--- config.mk ---
export PLATFORM = sky130hd
export DESIGN_NAME = bb_mem_arbiter
export DESIGN_NICKNAME = d
export VERILOG_FILES = /design/src/rtl/bb_mem_arbiter_pkg.sv /design/src/rtl/bb_arb_select.sv /design/src/rtl/bb_mem_arbiter.sv
export SDC_FILE = /design/constraint.sdc
export NUM_CORES = 1
export LEC_CHECK = 0
export ABC_AREA = 1
export ABC_CLOCK_PERIOD_IN_PS = 4500
export CORE_ASPECT_RATIO = 1.4
export CORE_MARGIN = 2
export CORE_UTILIZATION = 35
export DETAILED_ROUTE_END_ITERATION = 16
export MAX_ROUTING_LAYER = met4
export PLACE_DENSITY_LB_ADDON = 0.12
export SLEW_MARGIN = 10
export SYNTH_ARGS = -nofsm -noshare
export SYNTH_HDL_FRONTEND = slang
export SYNTH_SLANG_ARGS = --single-unit
--- constraint.sdc ---
create_clock -name clk -period 4.5 [get_ports clk]
set_input_delay 0.45 -clock clk [delete_from_list [all_inputs] [get_ports clk]]
set_output_delay 0.45 -clock clk [all_outputs]
set_load 0.005 [all_outputs]
--- src/rtl/bb_mem_arbiter_pkg.sv ---
// Shared types and constants for the bb_core SRAM arbiter.
package bb_mem_arbiter_pkg;
   localparam int DATA_WIDTH = 32;

   typedef enum logic [1:0] {
      ARB_IDLE    = 2'd0,
      ARB_ACCESS  = 2'd1,
      ARB_CAPTURE = 2'd2,
      ARB_ACK     = 2'd3
   } arb_state_t;

   // Bit positions within the one-hot {dma, core} grant vector.
   localparam int ARB_OWN_CORE = 0;
   localparam int ARB_OWN_DMA  = 1;
endpackage

--- src/rtl/bb_arb_select.sv ---
// Fixed core-first priority with a starvation guard that forces dma through
// after STARVE_LIMIT core wins made while dma was waiting.
module bb_arb_select
   import bb_mem_arbiter_pkg::*;
#(
   parameter int STARVE_LIMIT = 4
) (
   input  logic       clk,
   input  logic       rst,
   input  logic       core_req,
   input  logic       dma_req,
   input  logic       decide,
   output logic [1:0] win
);

   logic [3:0] starve_cnt;

   always_comb begin
      win = '0;
      if (decide) begin
         if (dma_req && starve_cnt == 4'(STARVE_LIMIT)) win[ARB_OWN_DMA]  = 1'b1;
         else if (core_req)                             win[ARB_OWN_CORE] = 1'b1;
         else if (dma_req)                              win[ARB_OWN_DMA]  = 1'b1;
      end
   end

   // Counts only decisions where dma was actually left waiting.
   always_ff @(posedge clk or posedge rst) begin
      if (rst) begin
         starve_cnt <= '0;
      end else if (decide) begin
         if (!dma_req || win[ARB_OWN_DMA])
            starve_cnt <= '0;
         else if (win[ARB_OWN_CORE] && starve_cnt != 4'(STARVE_LIMIT))
            starve_cnt <= starve_cnt + 4'd1;
      end
   end

endmodule

--- src/rtl/bb_mem_arbiter.sv ---
// Serialises core and dma accesses onto one single-port synchronous SRAM
// with programmable wait states.
module bb_mem_arbiter
   import bb_mem_arbiter_pkg::*;
#(
   parameter int DW           = DATA_WIDTH,
   parameter int WAIT_STATES  = 1,
   parameter int STARVE_LIMIT = 4
) (
   input  logic          clk,
   input  logic          rst_n,
   input  logic          i_core_req,
   input  logic          i_core_wen,
   input  logic [DW-1:0] i_core_addr,
   input  logic [DW-1:0] i_core_data,
   output logic          o_core_ack,
   output logic [DW-1:0] o_core_data,
   input  logic          i_dma_req,
   input  logic          i_dma_wen,
   input  logic [DW-1:0] i_dma_addr,
   input  logic [DW-1:0] i_dma_data,
   output logic          o_dma_ack,
   output logic [DW-1:0] o_dma_data,
   output logic          o_sram_cen,
   output logic          o_sram_wen,
   output logic [DW-1:0] o_sram_addr,
   output logic [DW-1:0] o_sram_data,
   input  logic [DW-1:0] i_sram_data,
   output logic [1:0]    o_grant
);

   arb_state_t state;
   logic [2:0] wait_cnt;
   logic       owner_dma;
   logic       wen_q;
   logic [1:0] win;

   bb_arb_select #(.STARVE_LIMIT(STARVE_LIMIT)) u_sel (
      .clk      (clk),
      .rst      (rst_n),
      .core_req (i_core_req),
      .dma_req  (i_dma_req),
      .decide   (state == ARB_IDLE),
      .win      (win)
   );

   always_ff @(posedge clk or posedge rst_n) begin
      if (rst_n) begin
         state       <= ARB_IDLE;
         wait_cnt    <= '0;
         owner_dma   <= 1'b0;
         wen_q       <= 1'b0;
         o_sram_cen  <= 1'b0;
         o_sram_wen  <= 1'b0;
         o_sram_addr <= '0;
         o_sram_data <= '0;
         o_core_ack  <= 1'b0;
         o_dma_ack   <= 1'b0;
         o_core_data <= '0;
         o_dma_data  <= '0;
         o_grant     <= '0;
      end else begin
         case (state)
            ARB_IDLE: begin
               if (|win) begin
                  owner_dma   <= win[ARB_OWN_DMA];
                  o_grant     <= win;
                  wen_q       <= win[ARB_OWN_DMA] ? i_dma_wen  : i_core_wen;
                  o_sram_wen  <= win[ARB_OWN_DMA] ? i_dma_wen  : i_core_wen;
                  o_sram_addr <= win[ARB_OWN_DMA] ? i_dma_addr : i_core_addr;
                  o_sram_data <= win[ARB_OWN_DMA] ? i_dma_data : i_core_data;
                  o_sram_cen  <= 1'b1;
                  wait_cnt    <= 3'(WAIT_STATES);
                  state       <= ARB_ACCESS;
               end
            end
            ARB_ACCESS: begin
               if (wait_cnt == 3'd0) begin
                  o_sram_cen <= 1'b0;
                  o_sram_wen <= 1'b0;
                  state      <= ARB_CAPTURE;
               end else begin
                  wait_cnt <= wait_cnt - 3'd1;
               end
            end
            ARB_CAPTURE: begin
               // SRAM read data is valid in the cycle after the last enable.
               if (!wen_q) begin
                  if (owner_dma) o_dma_data  <= i_sram_data;
                  else           o_core_data <= i_sram_data;
               end
               o_dma_ack  <= owner_dma;
               o_core_ack <= !owner_dma;
               state      <= ARB_ACK;
            end
            ARB_ACK: begin
               o_core_ack <= 1'b0;
               o_dma_ack  <= 1'b0;
               o_grant    <= '0;
               state      <= ARB_IDLE;
            end
            default: state <= ARB_IDLE;
         endcase
      end
   end

endmodule

-- Word level (Yosys, flattened, before mapping)
Index checks and enable logic that the tools add are counted.
- $add $sub $neg: 2
- equality and inequality tests: 8
- multiplexer cells: 26
- bitwise logic cells: 2
- reduce and logical (&&, ||, !) cells: 20
- operators with widths (cell ; count):
    2-to-1 mux 32 bit ; 2
    AND reduction 3 bit ; 4
    2-to-1 mux 1 bit ; 9
    2-to-1 mux 2 bit ; 4
    2-to-1 mux 4 bit ; 2
    one-hot mux 1 bit (2 select lines) ; 4
    one-hot mux 2 bit (4 select lines) ; 1
    AND reduction 2 bit ; 4
    nonzero test 2 bit ; 4
    2-to-1 mux 3 bit ; 2
    != test 2 bit (second input constant) ; 3
    one-hot mux 3 bit (2 select lines) ; 1
    adder 4 x 1 -> 4 bit (second input constant) ; 1
    == test 2 bit (second input constant) ; 2
    == test 4 x 3 -> 1 bit (second input constant) ; 1
    != test 4 x 3 -> 1 bit (second input constant) ; 1
    one-hot mux 2 bit (2 select lines) ; 1
    logical NOT 3 bit ; 1
    subtractor 3 x 1 -> 3 bit (second input constant) ; 1
    == test 2 x 1 -> 1 bit (second input constant) ; 1
    logical AND 1 bit ; 2
    logical NOT 1 bit ; 2
    logical NOT 2 bit ; 1
    inverter 1 bit ; 2
    2 further kinds ; 2
- register bits: 145
- input bits: 166
- output and inout bits: 134

-- Logic depth before layout (Yosys ltp)
- depth in word-level cells: 7
- mapped depth: 11
- gate-level depth less buffers: 10

-- Cells and area by module
From an unflattened synthesis, not the netlist that was laid out.
- cell total of the unflattened synthesis: 848
- area total of the unflattened synthesis: 6530.0 um2
- modules (own cells, without submodules) (module ; times used ; cells each ; area each (um2)):
    bb_mem_arbiter ; 1 ; 807 ; 6248.5
    bb_arb_select ; 1 ; 41 ; 281.5

-- Worst setup path after synthesis
OpenSTA, ideal clock, no wires.
- path kind: reg-to-reg
- start: reg state[0]
- end: reg o_sram_addr[0]
- arrival time: 1.326 ns
- data required time: 4.376 ns
- slack: 3.050 ns
- stages on the path, launching flop included: 8
- cell sequence: dfrtp_1 > inv_1 > ha_1 > o21ai_1 > buf_2 > buf_2 > nand2_1 > nand3_1
- word-level cells in the longest chain between the ends: 4
- ends and longest elaborated chain (what ; RTL line ; source):
    start, declared ; bb_mem_arbiter.sv:32 ; arb_state_t state;
    start signal, assigned ; bb_mem_arbiter.sv:49 ; state <= ARB_IDLE;
    start signal, assigned ; bb_mem_arbiter.sv:74 ; state <= ARB_ACCESS;
    start signal, assigned ; bb_mem_arbiter.sv:81 ; state <= ARB_CAPTURE;
    logical NOT 2 bit (*) ; bb_mem_arbiter.sv:43, bb_mem_arbiter.sv:63 ;
    2-to-1 mux 2 bit ; bb_arb_select.sv:20 ; if (decide) begin
    OR reduction 2 bit ; bb_mem_arbiter.sv:65 ; if (|win) begin
    AND reduction 2 bit (no line) ; - ;
    end signal, assigned ; bb_mem_arbiter.sv:70 ; o_sram_addr <= win[ARB_OWN_DMA] ? i_dma_addr : i_core_addr;
    end, declared ; bb_mem_arbiter.sv:26 ; output logic [DW-1:0] o_sram_addr,
Mark *: on every way between the ends. The rest lies on a longest branch, timed or not.
A chain may end at the register's enable or synchronous reset.

-- Worst setup path after layout
- start: reg state[0]
- end: reg o_sram_data[0]
- word-level cells in the longest chain between the ends: 4
- ends and longest elaborated chain (what ; RTL line ; source):
    logical NOT 2 bit (*) ; bb_mem_arbiter.sv:43, bb_mem_arbiter.sv:63 ;
    2-to-1 mux 2 bit ; bb_arb_select.sv:20 ;
    OR reduction 2 bit ; bb_mem_arbiter.sv:65 ;
    AND reduction 2 bit (no line) ; - ;
    end signal, assigned ; bb_mem_arbiter.sv:71 ; o_sram_data <= win[ARB_OWN_DMA] ? i_dma_data : i_core_data;
    end, declared ; bb_mem_arbiter.sv:27 ; output logic [DW-1:0] o_sram_data,
Marks and branches as above.

==> results.toml <==
[routing]
first_pass_iters = 4
avgViaCountPerCell = 4.62
wl_um = 18500
drc = 0
drtIter0Drc = 318
drtAntennaViolNets = 0
vias = 5695
wl_per_cell_um = 15.0

[floorplan]
start_util_pct = 35.7
ios = 300
die_area_um2 = 18700
die_y_um = 161
dieWidth_um = 116
rows = 57
core_um2 = 17300

[logic_synthesis]
synth_cell_types = 25
postSynthAreaPerCell_um2 = 8.85
yosys_register_bits = 145
yosys_warnings = 0
synth_nets = 873
synthCells = 698
syn_area_um2 = 6180
yosysSeqAreaShare_pct = 58.7

[global_route]
grt_start_max_net_pins = 94
grt.total_usage_pct = 20.5
use_met2_pct = 31.3
antenna_found_initial = 1
met1_usage_pct = 25.2
grt_overflow = 0
grt_pass1_wl_um = 29300
grt_pass1_vias = 5689
grt.met3_usage_pct = 7.24
top_usage_layer = "met2"

[power]
leakagePower_nw = 4.55
power_density_nw_per_um2 = 646
vdd_drop_max_uv = 330
finalPower_mw = 6.41

[timing]
relSlewSlack_pct = 42.0
report.final.slew_viol_count = 0
setup_viol = 0
fmax_mhz = 415
finalCriticalPeriod_ns = 2.41
finalHoldViolations = 0
fin_ws_ns = 2.09
grt_setup_unrepaired = "no"
fin_skew_ns = 0.0114
tightest_slew_ns = 0.870
finalCritPeriodShare_pct = 53.6
setup_tns_ns = 0
fin_hold_ws_ns = 0.482

[clock_tree]
hold_buffers = 0
insertion_delay_ns = 0.42
cts_max_path_buffers = 2
clock_sinks = 145
post-cts-setup-buffer-count = 0
cts_buffers = 17
clk_pin_slew_worst_paths_ns = 0.06
cts_tree = "yes"
cts_resized = 0
htreeDepth = 4
root_buffer = "clkbuf_16"

[layout]
final_cell_mix = "clkdlybuf4s50_1, nand2_1, dfrtp_1"
fin_util_pct = 57.3
nFillCells = 1579
stdcell_area_um2 = 9930
nets = 1158
multi_input_comb_area_um2 = 2130
area_growth_pct = 60.7
seq_area_um2 = 3630
drive_gt1_share_pct = 4.42
final_common_cell = "clkdlybuf4s50_1"
instances_no_fill = 1232

[place]
post_dp_cell_area_um2 = 9340
hpwlAfterDp_um = 12700
routabilityCongestion = 0.846
pre_cts_ws_ns = 1.87
dp_cells = 1200
io_buffers = 299

[worst_setup_path]
cp.arrival_ns = 2.76
worstPathRequired_ns = 4.85
cp-start-kind = "flop"
worstSetupPathType = "reg2reg"
worstPathMaxFanout = 38
endpoint_kind = "flop"

[flow_run]
drv_cap = 0

[status]
status = "completed"

[worst_hold_path]
hp-class = "reg2reg"
## kinds of logic after synthesis
logic type               share of synthesized area, %
AND/OR/NAND/NOR                                  25.1
flip-flops                                       58.7
buffers and inverters                            7.21
AO/OA/AOI/OAI                                    7.05
adder cells (fa/ha/maj)                          1.82
XOR/XNOR                                        0.142
## cells in the mapped netlist
cell      count  area [um^2]
nor3_1        2         10.0
a21oi_1       5         25.0
o22ai_1       4         25.0
nand4_1       4         25.0
nor2_1        2         7.51
nand2_1     214          803
inv_1        56          210
dfrtp_1     145         3630
clkbuf_1     14         52.6
nand2_4       1         11.3
xor2_1        1         8.76
nand2_2       1         6.26
o21ai_0      72          360
inv_2         1         3.75
buf_6         6         67.6
nand3b_1      1         7.51
nand3_1     134          671
buf_4         1         7.51
a22oi_1       1         7.51
o31ai_1       1         7.51
o21ai_1       2         10.0
inv_6         1         8.76
buf_2        19         95.1
ha_1          9          113
or2_2         1         6.26
## critical path, cell delays in order, from the launching register on
cell and delay (ns):
dfrtp_1 0.39, inv_1 0.13, ha_1 0.39, nand2_1 0.11, inv_2 0.54, buf_4 0.44
nand3_1 0.12, nand3_1 0.11, o21ai_1 0.06, inv_1 0.04
## where the power goes
| group | switching (mW) | leakage [nW] | internal (mW) |
|---|---|---|---|
| logic | 1.18 | 2.47 | 1.53 |
| registers | 0.339 | 1.79 | 1.94 |
| clock network | 0.533 | 0.284 | 0.884 |
## registers in the layout, indices dropped and copies added, names as in the netlist
| name | cells |
|---|---|
| wen_q | 1 |
| o_sram_data | 32 |
| o_dma_ack | 1 |
| owner_dma | 1 |
| o_sram_addr | 32 |
| o_sram_wen | 1 |
| o_core_data | 32 |
| u_sel.starve_cnt | 4 |
| o_sram_cen | 1 |
| o_grant | 2 |
| wait_cnt | 3 |
| o_core_ack | 1 |
| o_dma_data | 32 |
| state | 2 |
## worst paths after layout
| kind | cells after the start | slack [ns] | from | to |
|---|---|---|---|---|
| max reg2reg | 9 | 2.09 | state[0] | o_sram_data[0] |
| min in group asynchronous | 2 | 0.57 | rst_n | o_sram_addr[8] |
| min reg2reg | 2 | 0.48 | o_core_data[18] | o_core_data[18] |
| max | 9 | 2.09 | state[0] | o_sram_data[0] |
| max in group asynchronous | 3 | 3.07 | rst_n | wait_cnt[1] |
| min | 2 | 0.48 | o_core_data[18] | o_core_data[18] |
## area by class of cell
class | count | share of cell area (%)
clock buffers | 22 | 4.57
flip-flops and latches | 145 | 36.5
repair buffers | 306 | 30.8
multi-input cells | 455 | 21.4
diodes | 1 | 0.0252
clock inverters | 9 | 1.35
inverters | 58 | 2.29
well taps | 236 | 2.97
## routing by layer
layer / vias up / routed length [um] / share of wire [%]
li1: 2835 / - / -
met1: 2595 / 7710 / 42
met2: 238 / 8580 / 46
met3: 27 / 1830 / 9.9
met4: 0 / 403 / 2.2
met5: - / 0 / 0
Note: power is estimated with default switching activity, not from simulation.
